==> src/rtl/uart_program_loader_pkg.sv <==
// Shared definitions for the UART program loader: sync byte and the state encodings
// used by the frame FSM and the byte receiver.
package uart_program_loader_pkg;

    localparam logic [7:0] SYNC_BYTE = 8'hA5;

    typedef enum logic [2:0] {SYNC, LEN0, LEN1, DATA, CSUM, DONE, ERR} load_state_t;

    typedef enum logic [1:0] {RX_IDLE, RX_START, RX_BITS, RX_STOP} rx_state_t;

endpackage

==> src/rtl/uart_rx_byte.sv <==
// 8N1 UART byte receiver: 2-flop synchronizer, mid-bit sampling, one-cycle
// byte_valid on a good stop bit and one-cycle frame_err on a low stop bit.
module uart_rx_byte
    import uart_program_loader_pkg::*;
#(
    parameter int CLKS_PER_BIT = 868
) (
    input  logic       clk,
    input  logic       rst,
    input  logic       rx,
    output logic [7:0] data,
    output logic       byte_valid,
    output logic       frame_err
);

    localparam int CW = $clog2(CLKS_PER_BIT);
    localparam logic [CW-1:0] HALF_M1 = CW'(CLKS_PER_BIT / 2 - 1);
    localparam logic [CW-1:0] FULL_M1 = CW'(CLKS_PER_BIT - 1);

    logic            rx_s1;
    logic            rx_s2;
    logic            rx_prev;
    rx_state_t       state;
    logic [CW-1:0]   cnt;
    logic [2:0]      bit_idx;
    logic [7:0]      shreg;

    always_ff @(posedge clk or negedge rst) begin
        if (!rst) begin
            rx_s1      <= 1'b1;
            rx_s2      <= 1'b1;
            rx_prev    <= 1'b1;
            state      <= RX_IDLE;
            cnt        <= '0;
            bit_idx    <= '0;
            shreg      <= '0;
            data       <= '0;
            byte_valid <= 1'b0;
            frame_err  <= 1'b0;
        end else begin
            rx_s1      <= rx;
            rx_s2      <= rx_s1;
            rx_prev    <= rx_s2;
            byte_valid <= 1'b0;
            frame_err  <= 1'b0;
            case (state)
                RX_IDLE: begin
                    if (rx_prev && !rx_s2) begin
                        state <= RX_START;
                        cnt   <= '0;
                    end
                end
                RX_START: begin
                    // A start bit that is high again at mid-bit was a glitch.
                    if (cnt == HALF_M1) begin
                        cnt     <= '0;
                        bit_idx <= '0;
                        state   <= rx_s2 ? RX_IDLE : RX_BITS;
                    end else begin
                        cnt <= cnt + 1'b1;
                    end
                end
                RX_BITS: begin
                    if (cnt == FULL_M1) begin
                        cnt     <= '0;
                        shreg   <= {rx_s2, shreg[7:1]};
                        bit_idx <= bit_idx + 3'd1;
                        if (bit_idx == 3'd7) state <= RX_STOP;
                    end else begin
                        cnt <= cnt + 1'b1;
                    end
                end
                RX_STOP: begin
                    if (cnt == FULL_M1) begin
                        cnt   <= '0;
                        state <= RX_IDLE;
                        if (rx_s2) begin
                            data       <= shreg;
                            byte_valid <= 1'b1;
                        end else begin
                            frame_err  <= 1'b1;
                        end
                    end else begin
                        cnt <= cnt + 1'b1;
                    end
                end
                default: state <= RX_IDLE;
            endcase
        end
    end

endmodule

==> src/rtl/uart_program_loader.sv <==
// Boot loader: parses a sync/length/words/checksum frame from UART into instruction
// memory and releases the core from reset only after a verified image.
module uart_program_loader
    import uart_program_loader_pkg::*;
#(
    parameter int CLKS_PER_BIT = 868,
    parameter int ADDR_W       = 10,
    parameter int IMEM_WORDS   = 1024
) (
    input  logic              clk,
    input  logic              rst,
    input  logic              rx,
    output logic              imem_we,
    output logic [ADDR_W-1:0] imem_addr,
    output logic [31:0]       imem_wdata,
    output logic              core_rst_n,
    output logic              load_done,
    output logic              load_err
);

    logic [7:0]  rx_data;
    logic        rx_valid;
    logic        rx_frame_err;

    load_state_t state;
    logic [15:0] len;
    logic [15:0] word_cnt;
    logic [1:0]  byte_idx;
    logic [31:0] word_asm;
    logic [7:0]  csum;
    logic [15:0] len_next;

    assign len_next = {rx_data, len[7:0]};

    uart_rx_byte #(
        .CLKS_PER_BIT(CLKS_PER_BIT)
    ) u_rx (
        .clk       (clk),
        .rst       (rst),
        .rx        (rx),
        .data      (rx_data),
        .byte_valid(rx_valid),
        .frame_err (rx_frame_err)
    );

    always_ff @(posedge clk or negedge rst) begin
        if (!rst) begin
            state      <= SYNC;
            len        <= '0;
            word_cnt   <= '0;
            byte_idx   <= '0;
            word_asm   <= '0;
            csum       <= '0;
            imem_we    <= 1'b0;
            imem_addr  <= '0;
            imem_wdata <= '0;
            core_rst_n <= 1'b0;
            load_done  <= 1'b0;
            load_err   <= 1'b0;
        end else begin
            imem_we <= 1'b0;
            // Address advances the cycle after each write so it is stable during the strobe.
            if (imem_we) imem_addr <= imem_addr + 1'b1;

            if (rx_frame_err && state != DONE && state != ERR) begin
                state    <= ERR;
                load_err <= 1'b1;
            end else if (rx_valid) begin
                case (state)
                    SYNC: begin
                        if (rx_data == SYNC_BYTE) begin
                            state <= LEN0;
                            csum  <= '0;
                        end
                    end
                    LEN0: begin
                        len[7:0] <= rx_data;
                        csum     <= csum ^ rx_data;
                        state    <= LEN1;
                    end
                    LEN1: begin
                        len[15:8] <= rx_data;
                        csum      <= csum ^ rx_data;
                        word_cnt  <= '0;
                        byte_idx  <= '0;
                        if ({16'd0, len_next} > 32'(IMEM_WORDS)) begin
                            state    <= ERR;
                            load_err <= 1'b1;
                        end else if (len_next == 16'd0) begin
                            state <= CSUM;
                        end else begin
                            state <= DATA;
                        end
                    end
                    DATA: begin
                        csum     <= csum ^ rx_data;
                        word_asm <= {rx_data, word_asm[31:8]};
                        byte_idx <= byte_idx + 2'd1;
                        if (byte_idx == 2'd3) begin
                            imem_wdata <= {rx_data, word_asm[31:8]};
                            imem_we    <= 1'b1;
                            word_cnt   <= word_cnt + 16'd1;
                            if (word_cnt == len - 16'd1) state <= CSUM;
                        end
                    end
                    CSUM: begin
                        if (rx_data == csum) begin
                            state      <= DONE;
                            load_done  <= 1'b1;
                            core_rst_n <= 1'b1;
                        end else begin
                            state    <= ERR;
                            load_err <= 1'b1;
                        end
                    end
                    default: ;
                endcase
            end
        end
    end

endmodule
==> config.mk <==
export PLATFORM = sky130hd
export DESIGN_NAME = uart_program_loader
export DESIGN_NICKNAME = d
export VERILOG_FILES = /design/src/rtl/uart_program_loader_pkg.sv /design/src/rtl/uart_rx_byte.sv /design/src/rtl/uart_program_loader.sv
export SDC_FILE = /design/constraint.sdc
export NUM_CORES = 1
export LEC_CHECK = 0
export BUFFER_PORTS_ARGS = -buffer_cell sky130_fd_sc_hd__buf_2
export CAP_MARGIN = 10
export CORE_ASPECT_RATIO = 0.9
export CORE_MARGIN = 2
export CORE_UTILIZATION = 35
export DETAILED_ROUTE_END_ITERATION = 6
export HOLD_SLACK_MARGIN = 0.12
export PLACE_DENSITY = 0.58
export SLEW_MARGIN = 20
export SYNTH_ARGS = -nofsm -noshare
export SYNTH_HDL_FRONTEND = slang
export SYNTH_SLANG_ARGS = --single-unit
export TNS_END_PERCENT = 20
==> constraint.sdc <==
create_clock -name clk -period 2.8 [get_ports clk]
set_clock_uncertainty 0.15 [all_clocks]
set_input_delay 0 -clock clk [delete_from_list [all_inputs] [get_ports clk]]
set_output_delay 0 -clock clk [all_outputs]
set_load 0.005 [all_outputs]
Word level (Yosys, flattened, before mapping). Cells that the tools add are included.

Add/sub/neg operators: 6. $mul: 0. Divide/modulo/power cells: 0. Magnitude comparators: 1. Equal/unequal tests: 28. Shift-type cells: 0. Multiplexer cells: 43. Bitwise gates (word level): 2. Reduce and logical (&&, ||, !) cells: 29.

Operator list (number): 16-bit one-hot mux with 2 select lines (1); 10-bit 2-to-1 mux (3); 10-bit one-hot mux with 3 select lines (1); 3-bit 2-to-1 mux (9); 3-bit inequality test, second input constant (7); 10-bit by 1-bit adder with 10-bit output, second input constant (2); 4-bit AND reduction (5); 3-bit AND reduction (6); 16-bit by 1-bit adder with 16-bit output, second input constant (1); 16-bit equality test (1); 16-bit by 11-bit greater-than comparator with 1-bit output, second input constant (1); 16-bit logical NOT (1); 16-bit 2-to-1 mux (1); 8-bit one-hot mux with 2 select lines (1); 16-bit by 1-bit subtractor with 16-bit output, second input constant (1); 3-bit one-hot mux with 5 select lines (1); 1-bit 2-to-1 mux (14); 2-bit 2-to-1 mux (7); 10-bit equality test, second input constant (1); 10-bit by 9-bit equality test with 1-bit output, second input constant (1); 2-bit by 1-bit inequality test with 1-bit output, second input constant (5); 5-bit AND reduction (2); 8-bit equality test (1); 8-bit equality test, second input constant (1); 25 further kinds (35).

Register bits: 158. Latch bits: 0. Memory bits (writable): 0. Memory bits (read-only): 0. Logic and storage cells: 131. Memories kept: 0.

Logic depth before layout (Yosys ltp).
Depth after elaboration: 7. Depth in mapped cells: 11. Depth with buffers taken out: 9.

Cells and area by module. From an unflattened synthesis, not the netlist that was laid out.

Cells, all modules: 719. Area, all modules: 7393.3 µm².

By module, submodules not included: uart_program_loader (instances 1, cells each 585, area each 5695.5 µm²); uart_rx_byte (instances 1, cells each 134, area each 1697.9 µm²).

Worst setup path before layout. OpenSTA, ideal clock, no wires.

Path type: reg2reg. From: reg len[8]. To: reg state[1]. Setup time: 79 ps. Data arrival time: 2200 ps. Required time: 2571 ps. Setup slack: 370 ps. Stages on the path, launching flop included: 8. Buffers on the path: 0. Cell sequence: dfrtp_1 -> or4_4 -> or3_4 -> nor3_2 -> xnor2_1 -> nand3_2 -> o31ai_2 -> mux2i_1.

Cells in the longest elaborated chain, start to end: 4.

Ends and longest elaborated chain: from (decl) (RTL line uart_program_loader.sv:26) `logic [15:0] len;`; from (signal assigned) (RTL line uart_program_loader.sv:82) `len[15:8] <= rx_data;`; 16-bit by 1-bit subtractor with 16-bit output (RTL line uart_program_loader.sv:103) `if (word_cnt == len - 16'd1) state <= CSUM;`; 16-bit equality test (RTL line uart_program_loader.sv:103); 3-bit inequality test (no source line); 5-bit AND reduction (no source line); to (signal assigned) (RTL line uart_program_loader.sv:103); to (signal assigned) (RTL line uart_program_loader.sv:108) `state <= DONE;`; to (signal assigned) (RTL line uart_program_loader.sv:112) `state <= ERR;`; to (decl) (RTL line uart_program_loader.sv:25) `load_state_t state;`.

No other way between the ends. A chain may end at the register's enable or synchronous reset.

Final worst setup path. Same ends and word-level chain as after synthesis.

==> reports/qor.yml <==
worst-r2r-setup-slack_ns: 0.22
worstRegToRegCells: 7
insertion_delay_ns: 0.44
drc: 0
dr.pass1.iters: 4
relSlewSlack_pct: 59.4
synthArstFlopShare_pct: 100
crit_family: "simple AND/OR/NAND/NOR gates"
cts_buffers: 17
cts_max_level: 4
detail-route-antenna-nets: 0
slew_violations: 0
post_cts_buffers: 0
rows: 49
worstHoldPathCells: 0
finalSetupViolations: 0
final_hold_viol_count: 0
max_freq_mhz: 387
rsz0062_at_grt: "no"
crit_slowest_cell: "or4_4"
grt_pass1_wl_mm: 25.4
slowest_delay_ns: 0.57
cts_buffer_depth: 2
cp_cell_sequence: "or4_4, or3_4, nor3_2, xnor2_1, nand3_2, o31ai_2, mux2i_1"
grt_pass1_vias: 4986
rr_startpoint: "len[8]$_DFFE_PN0P_"
leakagePower_nw: 4.22
cts_tree: "done"
required_ns: 2.99
rr_endpoint: "state[1]$_DFFE_PN0P_"
antenna_found_initial: 0
syn_area_per_cell_sq_um: 9.96
post_drt_wl_per_cell_microns: 14.4
first_iter_violations: 221
postSynthCellCount: 713
status: "completed"
place_area_sq_um: 7700
grt_use_total_pct: 14.8
vias: 5109
layout_common_cells: "nand2_1 (180), dfrtp_1 (147), o21ai_0 (58)"
clk_pin_slew_ns: 0.06
ys_types: 63
area_growth_pct: 17.5
start_util_pct: 35.6
grt_overflow: 0
seq_area_frac_synth_pct: 52.9
ys.flop_type: "dfrtp_1"
yosys_warnings: 0
min_to: "u_rx.rx_s2$_DFF_PN1_"
die_area_sq_um: 21400
die_w_microns: 154
numPlacedInstances: 1005
critPathMaxFanout: 6
syn_area_sq_um: 7100
hp-start: "u_rx.rx_s1$_DFF_PN1_"
regArea_sq_um: 3760
worstSetupPathType: "reg -> reg"
syn_nets: 729
p_per_area_nw_per_um2: 590
layout_commonest_cell: "nand2_1"
startpoint_type: "flop"
finalSetupTns_ns: 0
total_power_w: 0.00492
drive_gt1_share_pct: 20.6
fin_crit_sh_pct: 92.3
core_sq_um: 19900
tightest_slew_ns: 0.605
hpwl_mm: 10.1
multi_input_area_sq_um: 3120
nFillCells: 1895
nets: 790
ctsResizeCount: 0
peakVddDrop_uv: 392
timing.max_cap.violations: 0
min_period_ns: 2.58
hold_path_class: "reg -> reg"
diodes: 0
ios: 49
cts_root_buffer: "clkbuf_16"
ctsHoldBuffers: 5
gp_congestion: 0.814
path_buf_inv: 0
fp.dieH_microns: 139
io_buffers: 48
instances_no_fill: 1042
end_kind: "flop"
wl_mm: 15.0
ys_ff_latch: 150
critPathArrivalTime_ns: 2.78
synth-edff-count: 0
fin_area_sq_um: 8340
grt_max_degree: 61
cts_sinks: 150
routed_via_density: 4.90
-- power breakdown --
part | internal, W | leakage [nW] | switching, W
Sequential | 0.00221 | 2.08 | 0.0000385
Combinational | 0.000163 | 1.86 | 0.000259
Clock | 0.00132 | 0.277 | 0.000935
Total | 0.00369 | 4.22 | 0.00123
-- state kept, by name, summed over array words and instances (netlist names), 2 cells and up, named ones only --
register,cells
u_rx.shreg,8
u_rx.bit_idx,3
imem_addr,10
state,3
word_asm,24
imem_wdata,32
byte_idx,2
u_rx.data,8
word_cnt,16
csum,8
u_rx.cnt,10
len,16
-- how the worst max path moves through the flow --
| stage | start | end | slack, ns | cells past startpoint |
|---|---|---|---|---|
| CTS | len[8]$_DFFE_PN0P_ | state[1]$_DFFE_PN0P_ | 0.21 | 7 |
| floorplan | len[8]$_DFFE_PN0P_ | state[1]$_DFFE_PN0P_ | 0.37 | 7 |
| detailed placement | len[8]$_DFFE_PN0P_ | state[1]$_DFFE_PN0P_ | 0.23 | 7 |
| global route | len[2]$_DFFE_PN0P_ | state[1]$_DFFE_PN0P_ | 0.05 | 6 |
| global placement | len[8]$_DFFE_PN0P_ | state[1]$_DFFE_PN0P_ | 0.24 | 7 |
| finish | len[8]$_DFFE_PN0P_ | state[1]$_DFFE_PN0P_ | 0.22 | 7 |
-- logic make-up after synthesis --
kind of cell             share of synthesized area [%]
AO/OA/AOI/OAI                                     8.92
XOR/XNOR                                          6.05
adder cells (fa/ha/maj)                           2.29
buffers and inverters                             3.12
flip-flops                                        52.9
multiplexers                                      7.58
AND/OR/NAND/NOR                                   19.1
-- final cells by class --
type	instances	area share, %
Timing Repair Buffer	75	6.04
Clock buffer	18	5.14
Sequential cell	150	45.0
Multi-Input combinational cell	513	37.4
Clock inverter	14	1.80
Inverter	17	0.765
Tap cell	255	3.82
-- cell usage after synthesis (3+ instances only) --
cell	number	area [sq um]
ha_1	13	163
or3_1	5	31.3
dfrtp_1	147	3680
nand3b_1	3	22.5
clkbuf_1	21	78.8
inv_1	16	60.1
nor2b_1	3	18.8
nand3_1	13	65.1
mux2_2	46	518
buf_2	5	25.0
and3_1	13	81.3
o41ai_1	3	26.3
o31ai_1	3	22.5
nor2_1	40	150
a31oi_1	4	25.0
o21ai_1	3	15.0
nand4_1	12	75.1
dfstp_2	3	78.8
xor2_1	21	184
nand2b_1	6	37.5
a21oi_1	10	50.1
nand2_1	180	676
nor3_1	4	20.0
buf_6	3	33.8
o21ai_0	58	290
xnor2_1	28	245
o211ai_1	4	30.0
-- through the flow --
| step | utilization [%] | worst slack [ns] | hold slack (ns) |
|---|---|---|---|
| 2_1_floorplan | - | 0.370 | -0.446 |
| 3_3_place_gp | 38.6 | 0.245 | -0.153 |
| 3_5_place_dp | 38.6 | 0.229 | -0.155 |
| 4_1_cts | 41.9 | 0.213 | 0.206 |
| 5_1_grt | 41.9 | 0.0497 | 0.213 |
| 6_report | 41.9 | 0.215 | 0.205 |
-- per-layer routing --
layer	part of all wire [%]	global-route usage, %	up-vias
met2	44	21.8	69
met5	0	0	-
met4	2.1	5.76	0
li1	-	-	2551
met3	3.0	3.69	20
met1	51	20.9	2469
Note: power is estimated with default switching activity, not from simulation.
